`config.mk`:
```
export PLATFORM = sky130hd
export DESIGN_NAME = corefifo_wr_ptr_ctrl_flat
export DESIGN_NICKNAME = d
export VERILOG_FILES = /design/src/rtl/corefifo_wr_ptr_ctrl_if.sv /design/src/rtl/corefifo_wr_ptr_ctrl.sv /design/src/flat_wrapper.sv
export SDC_FILE = /design/constraint.sdc
export NUM_CORES = 1
export LEC_CHECK = 0
export BUFFER_PORTS_ARGS = -buffer_cell sky130_fd_sc_hd__buf_2
export CELL_PAD_IN_SITES_DETAIL_PLACEMENT = 0
export CELL_PAD_IN_SITES_GLOBAL_PLACEMENT = 2
export CORE_UTILIZATION = 32
export CTS_BUF_LIST = sky130_fd_sc_hd__clkbuf_8
export CTS_CLUSTER_SIZE = 10
export DETAILED_ROUTE_END_ITERATION = 16
export GPL_TIMING_DRIVEN = 0
export HOLD_SLACK_MARGIN = 0.08
export PLACE_DENSITY = 0.88
export SLEW_MARGIN = 20
export SYNTH_ARGS = -nofsm -noshare
export SYNTH_HDL_FRONTEND = slang
export SYNTH_SLANG_ARGS = --single-unit
```
`constraint.sdc`:
```
create_clock -name clk -period 3.3 [get_ports clk]
set_clock_uncertainty 0.15 [all_clocks]
set_input_delay 0.495 -clock clk [delete_from_list [all_inputs] [get_ports clk]]
set_output_delay 0.495 -clock clk [all_outputs]
set_load 0.05 [all_outputs]
```
`src/rtl/corefifo_wr_ptr_ctrl_if.sv`:
```
// Write-side bus of the dual-clock FIFO pointer controller: user request,
// synchronized read pointer in, and RAM port, gray pointer and flags out.
interface corefifo_wr_ptr_ctrl_if #(
    parameter int ADDRWIDTH = 3
);
    logic                 we;
    logic [ADDRWIDTH:0]   rd_ptr_gray_sync;
    logic                 wen_mem;
    logic [ADDRWIDTH-1:0] waddr;
    logic [ADDRWIDTH:0]   wr_ptr_gray;
    logic                 full;
    logic                 afull;
    logic                 overflow;
    logic [ADDRWIDTH:0]   wrcnt;

    modport master (
        output we, rd_ptr_gray_sync,
        input  wen_mem, waddr, wr_ptr_gray, full, afull, overflow, wrcnt
    );

    modport slave (
        input  we, rd_ptr_gray_sync,
        output wen_mem, waddr, wr_ptr_gray, full, afull, overflow, wrcnt
    );
endinterface

```
`src/rtl/corefifo_wr_ptr_ctrl.sv`:
```
// Write-side pointer controller: owns the binary write pointer, publishes a
// registered gray pointer and derives full/afull/overflow/fill count.
module corefifo_wr_ptr_ctrl #(
    parameter int ADDRWIDTH = 3,
    parameter int AFULL_VAL = 6
) (
    input logic                    clk,
    input logic                    srst,
    corefifo_wr_ptr_ctrl_if.slave  bus
);
    localparam int PW = ADDRWIDTH + 1;
    localparam logic [PW-1:0] AFULL_TH  = PW'(AFULL_VAL);
    // Full when the write gray pointer equals the read gray pointer with its top two bits inverted.
    localparam logic [PW-1:0] FULL_MASK = {2'b11, {(ADDRWIDTH-1){1'b0}}};

    logic [PW-1:0] wbin_q, wbin_d;
    logic [PW-1:0] wgray_q, wgray_d;
    logic [PW-1:0] wrcnt_q, wrcnt_d;
    logic [PW-1:0] rbin;
    logic          full_q, full_d;
    logic          afull_q, afull_d;
    logic          overflow_q, overflow_d;
    logic          accept;

    // NOTE: every always_comb output gets a value on every path, so no latch is inferred.
    always_comb begin
        rbin = '0;
        for (int i = 0; i < PW; i++) begin
            rbin[i] = ^(bus.rd_ptr_gray_sync >> i);
        end
    end

    always_comb begin
        accept     = bus.we & ~full_q & ~srst;
        wbin_d     = wbin_q + {{ADDRWIDTH{1'b0}}, accept};
        wgray_d    = wbin_d ^ (wbin_d >> 1);
        wrcnt_d    = wbin_d - rbin;
        full_d     = (wgray_d == (bus.rd_ptr_gray_sync ^ FULL_MASK));
        afull_d    = (wrcnt_d >= AFULL_TH);
        overflow_d = bus.we & full_q;
    end

    // NOTE: state flops use non-blocking assignments so every flop samples pre-edge values.
    always_ff @(posedge clk) begin
        if (srst) begin
            wbin_q     <= '0;
            wgray_q    <= '0;
            wrcnt_q    <= '0;
            full_q     <= 1'b0;
            afull_q    <= 1'b0;
            overflow_q <= 1'b0;
        end else begin
            wbin_q     <= wbin_d;
            wgray_q    <= wgray_d;
            wrcnt_q    <= wrcnt_d;
            full_q     <= full_d;
            afull_q    <= afull_d;
            overflow_q <= overflow_d;
        end
    end

    assign bus.wen_mem     = accept;
    assign bus.waddr       = wbin_q[ADDRWIDTH-1:0];
    assign bus.wr_ptr_gray = wgray_q;
    assign bus.wrcnt       = wrcnt_q;
    assign bus.full        = full_q;
    assign bus.afull       = afull_q;
    assign bus.overflow    = overflow_q;
endmodule

```
`src/flat_wrapper.sv`:
```
// flat-port wrapper written by rule: the top's interface ports become plain ports
module corefifo_wr_ptr_ctrl_flat 
#(
    parameter int ADDRWIDTH = 3,
    parameter int AFULL_VAL = 6
)
  (clk, srst, bus_we, bus_rd_ptr_gray_sync, bus_wen_mem, bus_waddr, bus_wr_ptr_gray, bus_full, bus_afull, bus_overflow, bus_wrcnt);
  corefifo_wr_ptr_ctrl_if #(.ADDRWIDTH(ADDRWIDTH)) bus_i ();
  input logic clk;
  input logic srst;
  input wire logic [$bits(bus_i.we)-1:0] bus_we;
  input wire logic [$bits(bus_i.rd_ptr_gray_sync)-1:0] bus_rd_ptr_gray_sync;
  output wire logic [$bits(bus_i.wen_mem)-1:0] bus_wen_mem;
  output wire logic [$bits(bus_i.waddr)-1:0] bus_waddr;
  output wire logic [$bits(bus_i.wr_ptr_gray)-1:0] bus_wr_ptr_gray;
  output wire logic [$bits(bus_i.full)-1:0] bus_full;
  output wire logic [$bits(bus_i.afull)-1:0] bus_afull;
  output wire logic [$bits(bus_i.overflow)-1:0] bus_overflow;
  output wire logic [$bits(bus_i.wrcnt)-1:0] bus_wrcnt;
  assign bus_i.we = bus_we;
  assign bus_i.rd_ptr_gray_sync = bus_rd_ptr_gray_sync;
  assign bus_wen_mem = bus_i.wen_mem;
  assign bus_waddr = bus_i.waddr;
  assign bus_wr_ptr_gray = bus_i.wr_ptr_gray;
  assign bus_full = bus_i.full;
  assign bus_afull = bus_i.afull;
  assign bus_overflow = bus_i.overflow;
  assign bus_wrcnt = bus_i.wrcnt;
  corefifo_wr_ptr_ctrl #(.ADDRWIDTH(ADDRWIDTH), .AFULL_VAL(AFULL_VAL)) u_core (.clk(clk), .srst(srst), .bus(bus_i));
endmodule
```
==> impl_metrics.py <==
metrics = {
    "run_status": {
        "status": "finished clean",
    },
    "setup_path": {
        "cpPeakStageDelay_ps": 330,
        "worstSetupStartpointType": "input port",
        "reg2reg_slack_ps": 900,
        "path_class": "in -> reg",
        "slowest_stage": "ha_1",
        "r2r_start": "u_core.bus.full$_SDFF_PP0_",
        "crit_arrival_ps": 2480,
        "crit_path_start": "srst",
        "end_kind": "flop",
        "crit_path_end": "u_core.bus.afull$_SDFF_PP0_",
        "path_common_cell": "ha_1",
        "r2r_end": "u_core.bus.afull$_SDFF_PP0_",
        "critPathMaxFanout": 6,
        "reg2regPathDepth": 9,
        "cp.required_ps": 3280,
        "worstPathCellList": "buf_2 -> nor3b_2 -> ha_1 -> ha_1 -> xor2_2 -> ha_1 -> a21oi_1 -> o21ai_0 -> xnor3_1 -> a21oi_1",
    },
    "placed_design": {
        "dp_cells": 105,
        "gp_congestion": 0.734,
        "hpwl_um": 884,
        "port_buffers": 21,
    },
    "routing": {
        "finalWirelength_mm": 1.13,
        "viasPerCell": 4.20,
        "wl_met1_um": 551,
        "wl_met3_um": 75,
        "dr.max_layer_used": "met4",
        "drtAntennaViolNets": 0,
        "routedWlPerCell_um": 10.5,
        "drt-initial-drc-count": 4,
        "drc": 0,
        "drtPass1Iterations": 4,
        "route.met2.wl_um": 478,
        "dr_total_vias": 454,
    },
    "floorplan": {
        "std_cell_rows": 15,
        "pin_count": 22,
        "dieArea_um2": 2190,
        "start_util": 0.356,
        "die_y_um": 46.8,
        "fp.dieW_um": 46.8,
        "core_um2": 1800,
    },
    "timing": {
        "slew_viol_final": 0,
        "hold_viol_final": 0,
        "layout_min_cycle_time_ps": 2500,
        "hold_ws_ps": 349,
        "period_share": 0.757,
        "slew-limit-headroom": 0.712,
        "setup_viol": 0,
        "tightest_slew_ps": 431,
        "tns_ps": 0,
        "rsz0062_at_grt": "false",
        "fmax_mhz": 400,
    },
    "clocking": {
        "cts_inserted_buffers": 3,
        "insertion_delay_ps": 240,
        "cts.path.max_buffers": 2,
        "cts_sinks": 14,
        "cts_tree": "done",
        "root_buffer": "clkbuf_8",
        "cts_setup_buffers": 0,
        "hold_buffers": 0,
        "cts-resized-gates": 0,
        "path_clk_slew_ps": 50,
        "htree_levels": 1,
    },
    "synth": {
        "synth_nets": 72,
        "avgSynthCellArea_um2": 10.9,
        "async_reset_ff_frac": 0,
        "yosysSeqAreaShare": 0.437,
        "synth_cells": 59,
        "netlist.area_leader.share": 0.437,
        "yosys-top-cells-area": "dfxtp_1 (44%), ha_1 (9.7%), xnor2_1 (8.2%)",
        "ys_warn_count": 0,
        "yosys.cell_types.count": 21,
        "yosys.area.top_type": "dfxtp_1",
        "synth_flop_cell": "dfxtp_1",
        "ys_ff_latch": 14,
        "netlist_area_um2": 642,
        "synth_edf_count": 0,
    },
    "power": {
        "leakagePower_nw": 0.410,
        "peakVddDrop_v": 0.000446,
        "finalPower_uw": 480,
        "cellPowerDensity_nw_per_um2": 582,
    },
    "global_route": {
        "grt_pass1_vias": 418,
        "grt_max_degree": 11,
        "overflow": 0,
        "grt.total_usage": 0.125,
        "antenna_found_initial": 0,
        "grt_pass1_wl_mm": 1.75,
    },
    "layout": {
        "area_growth_pct": 28.5,
        "final_cells": 108,
        "final_util": 0.458,
        "fillers": 187,
        "layout-drive-gt1-share": 0.361,
        "diodes": 0,
        "fin_nets": 98,
    },
    "worst_hold_path": {
        "min_from": "bus_we",
        "hold_path.class": "in -> reg",
    },
    "flow_run": {
        "cap_violations": 0,
    },
}
## layout by cell type (no fill, tap or decap), drive strengths merged, types with 2 or more instances in the layout
| master | count |
|---|---|
| buf | 21 |
| inv | 3 |
| xor2 | 6 |
| nor2 | 10 |
| clkbuf | 4 |
| nand3 | 2 |
| a21oi | 2 |
| ha | 5 |
| dfxtp | 14 |
| xnor2 | 6 |
## flip-flops by register name (all words and copies together), names as in the netlist
register / flops
u_core.bus.wr_ptr_gray: 4
u_core.bus.overflow: 1
u_core.wbin_q: 3
u_core.bus.wrcnt: 4
u_core.bus.afull: 1
u_core.bus.full: 1
## critical path: cells and delay by family
kind                     cells  cell delay [ps]
XOR/XNOR                     2              530
adder cells (fa/ha/maj)      3              750
buffers and inverters        1              140
AO/OA/AOI/OAI                3              330
AND/OR/NAND/NOR              1              230
## synth_stat cells (2+ instances only)
cell,n
xor2_1,4
a21oi_1,2
ha_1,5
xor2_2,2
inv_1,3
nor2_1,10
xnor2_1,6
dfxtp_1,14
## worst min-delay path by stage
| stage | to | cells past startpoint |
|---|---|---|
| after floorplan | u_core.bus.afull$_SDFF_PP0_ | 1 |
| after global placement | u_core.bus.overflow$_SDFF_PP0_ | 1 |
| after detailed placement | u_core.bus.overflow$_SDFF_PP0_ | 1 |
| after CTS | u_core.bus.overflow$_SDFF_PP0_ | 2 |
| after global routing | u_core.bus.afull$_SDFF_PP0_ | 2 |
| final | u_core.bus.overflow$_SDFF_PP0_ | 2 |
## layout make-up
cell class / instances / area [um^2] / area share
clock buffers: 3 / 41.3 / 0.0501
inverters: 3 / 11.3 / 0.0137
flip-flops and latches: 14 / 280 / 0.340
plain buffers: 1 / 3.75 / 0.00455
repair buffers: 21 / 105 / 0.127
multi-input cells: 41 / 352 / 0.426
well taps: 25 / 31.3 / 0.0379
## layer usage
metal | GRT usage | up-vias
li1 | - | 242
met1 | 0.162 | 193
met2 | 0.164 | 15
met3 | 0.0692 | 4
met4 | 0.0686 | 0
met5 | 0 | -
## kinds of logic after synthesis
group / count (synthesis) / share of synthesized area
flip-flops: 14 / 0.437
buffers and inverters: 4 / 0.0234
adder cells (fa/ha/maj): 6 / 0.129
AO/OA/AOI/OAI: 4 / 0.0468
AND/OR/NAND/NOR: 18 / 0.142
XOR/XNOR: 13 / 0.222
## metrics by stage
step	cell area [um^2]	setup slack, ps
after global placement	783	511
after global routing	825	618
after CTS	825	760
after detailed placement	783	510
final	825	800
after floorplan	647	231
## where the power goes
group          switching (mW)  internal [mW]  total [mW]
Clock                  0.0567         0.0807       0.137
Sequential            0.00498          0.186       0.191
Combinational           0.106         0.0457       0.151
No activity file was read; power rests on OpenSTA's default activity.
